## src/rtl/ctrl_pkg.sv

```systemverilog
// ----------------------------------------------------------------------------
// ctrl_pkg
//   Shared definitions for the multi-cycle MIPS-subset main controller:
//   opcode constants, the controller state enum, ALU-op and PC-source
//   encodings, and the decoded opcode-class record passed between
//   opcode_class and multicycle_ctrl.
// ----------------------------------------------------------------------------
package ctrl_pkg;

    // Supported primary opcodes (instr[31:26])
    localparam logic [5:0] OP_RTYPE = 6'h00;
    localparam logic [5:0] OP_ADDI  = 6'h08;
    localparam logic [5:0] OP_LW    = 6'h23;
    localparam logic [5:0] OP_SW    = 6'h2B;
    localparam logic [5:0] OP_BEQ   = 6'h04;
    localparam logic [5:0] OP_J     = 6'h02;

    // ALU operation select
    localparam logic [1:0] ALU_OP_ADD   = 2'b00;
    localparam logic [1:0] ALU_OP_SUB   = 2'b01;
    localparam logic [1:0] ALU_OP_FUNCT = 2'b10;

    // PC source select
    localparam logic [1:0] PC_SRC_SEQ    = 2'b00;
    localparam logic [1:0] PC_SRC_BRANCH = 2'b01;
    localparam logic [1:0] PC_SRC_JUMP   = 2'b10;

    // Controller states
    typedef enum logic [2:0] {
        ST_IDLE   = 3'd0,
        ST_FETCH  = 3'd1,
        ST_DECODE = 3'd2,
        ST_EXEC   = 3'd3,
        ST_MEM    = 3'd4,
        ST_WB     = 3'd5
    } state_t;

    // One-hot instruction class; exactly one field is set for any opcode
    typedef struct packed {
        logic rtype;
        logic addi;
        logic load;
        logic store;
        logic branch;
        logic jump;
        logic illegal;
    } op_class_t;

endpackage

```

## src/rtl/opcode_class.sv

```systemverilog
// ----------------------------------------------------------------------------
// opcode_class
//   Purely combinational opcode-to-class decoder.
//   Ports:
//     opcode    in  6   primary opcode field
//     op_class  out     one-hot class record (rtype/addi/load/store/
//                       branch/jump/illegal)
// ----------------------------------------------------------------------------
module opcode_class
    import ctrl_pkg::*;
(
    input  logic [5:0] opcode,
    output op_class_t  op_class
);

    always_comb begin
        op_class = '0;
        case (opcode)
            OP_RTYPE: op_class.rtype   = 1'b1;
            OP_ADDI:  op_class.addi    = 1'b1;
            OP_LW:    op_class.load    = 1'b1;
            OP_SW:    op_class.store   = 1'b1;
            OP_BEQ:   op_class.branch  = 1'b1;
            OP_J:     op_class.jump    = 1'b1;
            default:  op_class.illegal = 1'b1;
        endcase
    end

endmodule

```

## src/rtl/multicycle_ctrl.sv

```systemverilog
// ----------------------------------------------------------------------------
// multicycle_ctrl
//   Multi-cycle main controller for the MIPS-subset CPU. Sequences
//   FETCH/DECODE/EXEC/MEM/WB for R-type, addi, lw, sw, beq and j, drives all
//   datapath selects and write strobes, handshakes with the instruction and
//   data memories and counts retired instructions.
//   Ports:
//     clk_i, rst_i (async, active-low)
//     start_i        run enable, sampled in IDLE and at retirement
//     opcode_i       IR opcode field, valid from DECODE onward
//     zero_i         ALU zero flag, valid in EXEC
//     imem_ready_i   instruction memory data valid
//     dmem_ready_i   data memory access completes
//     imem_req_o, ir_write_o, pc_write_o, pc_src_o[1:0], reg_dst_o,
//     alu_src_o, alu_op_o[1:0], mem_read_o, mem_write_o, mem_to_reg_o,
//     reg_write_o, illegal_o, busy_o   control outputs
//     instr_cnt_o[CNT_W-1:0]           retired-instruction count (wraps)
// ----------------------------------------------------------------------------
module multicycle_ctrl
    import ctrl_pkg::*;
#(
    parameter int CNT_W = 32
) (
    input  logic             clk_i,
    input  logic             rst_i,
    input  logic             start_i,
    input  logic [5:0]       opcode_i,
    input  logic             zero_i,
    input  logic             imem_ready_i,
    input  logic             dmem_ready_i,
    output logic             imem_req_o,
    output logic             ir_write_o,
    output logic             pc_write_o,
    output logic [1:0]       pc_src_o,
    output logic             reg_dst_o,
    output logic             alu_src_o,
    output logic [1:0]       alu_op_o,
    output logic             mem_read_o,
    output logic             mem_write_o,
    output logic             mem_to_reg_o,
    output logic             reg_write_o,
    output logic             illegal_o,
    output logic             busy_o,
    output logic [CNT_W-1:0] instr_cnt_o
);

    localparam logic [CNT_W-1:0] CNT_ONE = {{(CNT_W-1){1'b0}}, 1'b1};

    state_t           state_reg;
    state_t           state_next;
    logic [5:0]       op_q;
    logic [CNT_W-1:0] cnt_reg;
    logic             retire;
    logic [5:0]       class_opcode;
    op_class_t        cls;

    // During DECODE the opcode is not latched yet, so j and illegal must be
    // decoded straight from the IR; every later state uses the latched copy.
    assign class_opcode = (state_reg == ST_DECODE) ? opcode_i : op_q;

    opcode_class u_opcode_class (
        .opcode   (class_opcode),
        .op_class (cls)
    );

    always_ff @(posedge clk_i or negedge rst_i) begin
        if (!rst_i) begin
            state_reg <= ST_IDLE;
            op_q      <= '0;
            cnt_reg   <= '0;
        end else begin
            state_reg <= state_next;
            if (state_reg == ST_DECODE) begin
                op_q <= opcode_i;
            end
            if (retire) begin
                cnt_reg <= cnt_reg + CNT_ONE;
            end
        end
    end

    always_comb begin
        state_next   = state_reg;
        retire       = 1'b0;
        imem_req_o   = 1'b0;
        ir_write_o   = 1'b0;
        pc_write_o   = 1'b0;
        pc_src_o     = PC_SRC_SEQ;
        reg_dst_o    = 1'b0;
        alu_src_o    = 1'b0;
        alu_op_o     = ALU_OP_ADD;
        mem_read_o   = 1'b0;
        mem_write_o  = 1'b0;
        mem_to_reg_o = 1'b0;
        reg_write_o  = 1'b0;
        illegal_o    = 1'b0;

        case (state_reg)
            ST_IDLE: begin
                if (start_i) begin
                    state_next = ST_FETCH;
                end
            end

            ST_FETCH: begin
                imem_req_o = 1'b1;
                // IR load and PC+4 update happen in the same cycle the
                // instruction memory returns data.
                if (imem_ready_i) begin
                    ir_write_o = 1'b1;
                    pc_write_o = 1'b1;
                    pc_src_o   = PC_SRC_SEQ;
                    state_next = ST_DECODE;
                end
            end

            ST_DECODE: begin
                reg_dst_o = cls.rtype;
                if (cls.jump) begin
                    pc_write_o = 1'b1;
                    pc_src_o   = PC_SRC_JUMP;
                    retire     = 1'b1;
                end else if (cls.illegal) begin
                    illegal_o = 1'b1;
                    retire    = 1'b1;
                end else begin
                    state_next = ST_EXEC;
                end
            end

            ST_EXEC: begin
                reg_dst_o = cls.rtype;
                if (cls.rtype) begin
                    alu_op_o   = ALU_OP_FUNCT;
                    state_next = ST_WB;
                end else if (cls.addi) begin
                    alu_src_o  = 1'b1;
                    state_next = ST_WB;
                end else if (cls.load || cls.store) begin
                    alu_src_o  = 1'b1;
                    state_next = ST_MEM;
                end else if (cls.branch) begin
                    alu_op_o   = ALU_OP_SUB;
                    pc_src_o   = PC_SRC_BRANCH;
                    pc_write_o = zero_i;
                    retire     = 1'b1;
                end else begin
                    // Unreachable: j/illegal never leave DECODE for EXEC.
                    state_next = ST_IDLE;
                end
            end

            ST_MEM: begin
                // Address computation stays selected while the data memory
                // stalls so the address bus is stable for the whole access.
                alu_src_o   = 1'b1;
                mem_read_o  = cls.load;
                mem_write_o = cls.store;
                if (dmem_ready_i) begin
                    if (cls.load) begin
                        state_next = ST_WB;
                    end else begin
                        retire = 1'b1;
                    end
                end
            end

            ST_WB: begin
                reg_write_o  = 1'b1;
                reg_dst_o    = cls.rtype;
                mem_to_reg_o = cls.load;
                retire       = 1'b1;
            end

            default: begin
                state_next = ST_IDLE;
            end
        endcase

        // Instruction boundary: start_i decides whether to keep running.
        if (retire) begin
            state_next = start_i ? ST_FETCH : ST_IDLE;
        end
    end

    assign busy_o      = (state_reg != ST_IDLE);
    assign instr_cnt_o = cnt_reg;

endmodule

```

## config.mk

```make
export PLATFORM = sky130hd
export DESIGN_NAME = multicycle_ctrl
export DESIGN_NICKNAME = d
export VERILOG_FILES = /design/src/rtl/ctrl_pkg.sv /design/src/rtl/opcode_class.sv /design/src/rtl/multicycle_ctrl.sv
export SDC_FILE = /design/constraint.sdc
export NUM_CORES = 1
export LEC_CHECK = 0
export BUFFER_PORTS_ARGS = -buffer_cell sky130_fd_sc_hd__buf_2
export CORE_AREA = 2 2 68 70
export DETAILED_ROUTE_END_ITERATION = 12
export DIE_AREA = 0 0 70 72
export PLACE_DENSITY = 0.92
export SYNTH_ARGS = -nofsm -noshare
export SYNTH_HDL_FRONTEND = slang
export SYNTH_SLANG_ARGS = --single-unit
```

## constraint.sdc

```tcl
create_clock -name clk_i -period 6.3 [get_ports clk_i]
set_clock_uncertainty 0.2 [all_clocks]
set_input_delay 0.63 -clock clk_i [delete_from_list [all_inputs] [get_ports clk_i]]
set_output_delay 0.63 -clock clk_i [all_outputs]
set_load 0.02 [all_outputs]
```

Yosys cells after proc, flatten, opt, wreduce, memory -nomap -nowiden
Index checks and enable logic that the tools add are counted.
- $add $sub $neg: 1
- eq/ne operators: 18
- multiplexer cells: 57
- reduce and logical (&&, ||, !) cells: 7
- operators by type and width (kind ; count):
    $mux 1 ; 37
    $mux 3 ; 11
    $add 32x1->32 const B ; 1
    $ne 3x3->1 const B ; 6
    $pmux 3 s6 ; 1
    $eq 6x6->1 const B ; 2
    $reduce_and 8->1 ; 1
    $eq 3x2->1 const B ; 2
    $eq 3x3->1 const B ; 2
    $eq 6x2->1 const B ; 1
    $eq 6x3->1 const B ; 1
    $eq 6x4->1 const B ; 1
    $logic_not 6->1 ; 1
    $mux 2 ; 3
    $mux 6 ; 1
    $ne 6x6->1 const B ; 1
    $reduce_or 6->1 ; 1
    $pmux 1 s4 ; 1
    $pmux 2 s2 ; 1
    $eq 3x1->1 const B ; 1
    $logic_not 3->1 ; 1
    $pmux 1 s3 ; 1
    $reduce_bool 3->1 ; 1
    $reduce_or 3->1 ; 1
    other kinds (3) ; 3
- register bits: 41
- input bits: 12
- word-level logic and storage cells: 86

Logic depth before layout (Yosys ltp)
- depth after elaboration: 11
- depth in mapped cells: 9
- gate-level depth less buffers: 7

By module
A second synthesis with hierarchy kept.
- cell total of the unflattened synthesis: 219
- area, all modules: 2431.1 um^2
- by module, submodules not included (module ; instances ; cells an instance ; area an instance (um^2)):
    multicycle_ctrl ; 1 ; 206 ; 2333.5
    opcode_class ; 1 ; 13 ; 97.6

Worst setup path before layout
No wires, ideal clock.
- path kind: flip-flop to output port
- start: register state_reg[1]
- end: output mem_write_o
- arrival: 2.352 ns
- slack: 3.118 ns
- stages on the path, launching flop included: 6
- buffers on the path: 2
- cell sequence: dfrtp_1 -> clkbuf_1 -> nor3b_1 -> buf_2 -> nand4_1 -> a2111oi_0
- word-level cells in the longest chain between the ends: 5
- ends and longest elaborated chain (what ; RTL line ; text):
    start: declaration ; multicycle_ctrl.sv:49 ; state_t state_reg;
    start signal: assignment ; multicycle_ctrl.sv:72 ; state_reg <= state_next;
    $eq 3x2->1 ; multicycle_ctrl.sv:59 ; assign class_opcode = (state_reg == ST_DECODE) ? opcode_i : op_q;
    $mux 6 ; - ;
    $eq 6x6->1 ; opcode_class.sv:18 ; case (opcode)
    $mux 1 ; opcode_class.sv:18 ;
    $mux 1 (*) ; multicycle_ctrl.sv:98 ; case (state_reg)
    end: declaration ; multicycle_ctrl.sv:39 ; output logic mem_write_o,
Every way passes the cells marked *; elsewhere a longest branch is shown, timed or not.

Worst setup path in the final report
Ends and elaborated chain as after synthesis.

==> flow_summary_export.csv <==
group,metric,value,unit
run_status,status,"finished, final reports clean",
grt,gr-usage-all-layers,23.16,%
floorplanning,rows,24,
route,firstDrtPassIters,4,
synth,avgSynthCellArea,9.673,um^2
grt,grt_pass1_vias,1939,
setup_path,arrival,2.72,ns
synth,yosysWarnings,0,
sta,finalHoldViolations,0,
power_and_ir_drop,powerDensity,320.7,nW/um^2
clocking,cts_sinks,41,
finish,area_growth,16.31,%
route,drt_wl_total,5666,um
worst_hold_path,hold_class,"in -> async",
route,drc,0,
grt,antenna_found_initial,0,
synth,yosys.area.top_type,"dfrtp_1",
clocking,cts_resized,0,
route,wire_per_inst,15.83,um
clocking,root_buffer,"clkbuf_8",
floorplanning,core_area,4264,um^2
grt,gr-total-overflow,0,
clocking,cts_tree,"built",
synth,syn_nets,267,
sta,rsz0062_at_grt,"no",
setup_path,path_cells,"nor3b_1, nand4_1, a2111oi_0, buf_2",
sta,drv_slew,0,
grt,grt_pass1_wl,9273,um
sta,setup_tns,0,ns
setup_path,cp-start-kind,"flip-flop",
route,ant_nets,0,
floorplanning,start_util,57.39,%
finish,fillerInstances,353,
clocking,post-cts-setup-buffers,0,
finish,seqCellArea,1026,um^2
place,portBuffers,58,
setup_path,slowest_delay,0.97,ns
place,placed_area,2735,um^2
floorplanning,die_area,5040,um^2
setup_path,cpMaxStageDelayCell,"nor3b_1",
finish,largest_register_ffs,32,
finish,stdcell_area,2846,um^2
synth,synth_ff_type,"dfrtp_1",
route,vias,2169,
synth,synth_edf_count,0,
clocking,h-tree-depth,2,
power_and_ir_drop,p_leak,1.292,nW
place,dpl.hpwl,4019,um
route,vias_per_cell,6.059,
synth,ys_seq_area_share,41.92,%
sta,fmax,281.9,MHz
floorplanning,die_width,70,um
synth,synth_top_area_share,41.92,%
finish,nets,319,
sta,relSlewSlack,22.51,%
setup_path,reg2reg_to,"instr_cnt_o[27]$_DFFE_PN0P_",
setup_path,cp-end-kind,"primary output",
clocking,insertion_delay,0.30,ns
clocking,postCtsHoldBufs,0,
synth,synth_area_leaders,"dfrtp_1 42%, xnor2_1 10%, o2111ai_1 4.3%, nand2_1 4.0%, and3_1 3.3%",
sta,finalSetupViolCount,0,
setup_path,reg2reg_depth,7,
clocking,cts.clk_slew.worst_paths,0.09,ns
floorplanning,die_h,72,um
finish,num_antenna_cells,0,
sta,period_needed,3.548,ns
setup_path,cp.required,5.47,ns
setup_path,critPathKind,"reg -> out",
setup_path,critPathMaxFanout,12,
synth,syn_inst,253,
synth,ys_seq_elements,41,
synth,synth_common_cells,"41 x dfrtp_1, 29 x xnor2_1, 26 x nand2_1",
setup_path,r2r_slack,3.15,ns
flow_run,cap_violations,0,
synth,synth_cell_types,48,
clocking,cts.path.max_buffers,2,
synth,netlist_area,2447,um^2
route,drt-initial-drc-count,195,
sta,worst_hold_slack,0.2457,ns
grt,grt_max_degree,42,
finish,multi_input_area,1328,um^2
floorplanning,num_io_pins,59,
sta,worst_pin_slew,1.160,ns
finish,final_layout_size_suffix_gt1_share,23.86,%
clocking,numCtsBuffers,5,
setup_path,rr_startpoint,"state_reg[2]$_DFFE_PN0P_",
synth,synth_most_common_cell,"dfrtp_1",
sta,fin_crit_sh,56.31,%
power_and_ir_drop,ir_drop,0.0001909,V
place,gp_congestion,0.8635,
synth,async_flop_share,100.0,%
[routing by layer]
layer	track usage, %	up-vias	share of wire (%)
li1	-	1026	-
met1	32.54	1054	45
met2	35.98	83	47
met3	5.139	6	6.7
met4	7.906	0	1.1
met5	0	-	0
[area by class of cell]
type,instances,area share (%)
Multi-Input combinational cell,192,46.64
Sequential cell,41,36.04
Timing Repair Buffer,58,10.20
Clock buffer,6,2.549
Tap cell,52,2.286
Clock inverter,2,1.363
Inverter,7,0.9231
[per-stage QoR]
stage	setup slack [ns]	instances	total power, W	util (%)
floorplan	3.118	253	0.0006141	-
finish	2.752	358	0.0009129	66.75
global placement	3.274	350	0.0006827	64.14
global route	2.543	358	0.0009697	66.75
detailed placement	3.128	350	0.0006982	64.14
CTS	2.777	358	0.0009142	66.75
[how the worst max path moves through the flow]
stage,startpoint,endpoint,depth (start not counted)
detailed placement,state_reg[2]$_DFFE_PN0P_,mem_write_o,4
CTS,state_reg[2]$_DFFE_PN0P_,mem_write_o,4
global route,state_reg[2]$_DFFE_PN0P_,mem_write_o,4
floorplan,state_reg[1]$_DFFE_PN0P_,mem_write_o,5
finish,state_reg[1]$_DFFE_PN0P_,mem_write_o,4
global placement,state_reg[2]$_DFFE_PN0P_,mem_write_o,4
[critical path: cells and delay by family, from the launching register on]
family | cells | cell delay, ns
DFF | 1 | 0.52
AOI/OAI and AO/OA | 1 | 0.50
and+or+nand+nor | 2 | 1.14
buffers and inverters | 1 | 0.25
[report_power, final]
group / total [W] / switching (W) / leakage (nW) / internal, W
Combinational: 0.000333 / 0.000217 / 0.689 / 0.000116
Clock: 0.000218 / 0.0000987 / 0.0554 / 0.000119
Sequential: 0.000362 / 0.0000596 / 0.548 / 0.000303
[cell families after synthesis]
logic type,Yosys count,share of synthesized area [%]
simple gates,102,23.11
fa+ha+maj,2,1.022
compound gates,55,18.15
xor+xnor,31,11.09
buf+inv,20,3.835
mux,2,0.8691
flops,41,41.92
[layout by cell type, fill, tap and decap left out, drive strengths merged, types with 2 or more instances in the layout]
| cell | n |
|---|---|
| nand2 | 26 |
| a2111oi | 2 |
| and4 | 4 |
| dfrtp | 41 |
| o2111ai | 12 |
| a21oi | 5 |
| o211ai | 10 |
| or4 | 2 |
| ha | 2 |
| and3 | 13 |
| nor3 | 9 |
| nor4 | 3 |
| nand3 | 7 |
| o21a | 3 |
| and2 | 7 |
| clkbuf | 6 |
| o21ai | 16 |
| nor2b | 4 |
| buf | 58 |
| nand4 | 4 |
| nor3b | 5 |
| xor2 | 2 |
| nor2 | 9 |
| xnor2 | 29 |
| or3 | 3 |
| a211oi | 2 |
| inv | 7 |
No activity file was read; power rests on OpenSTA's default activity.
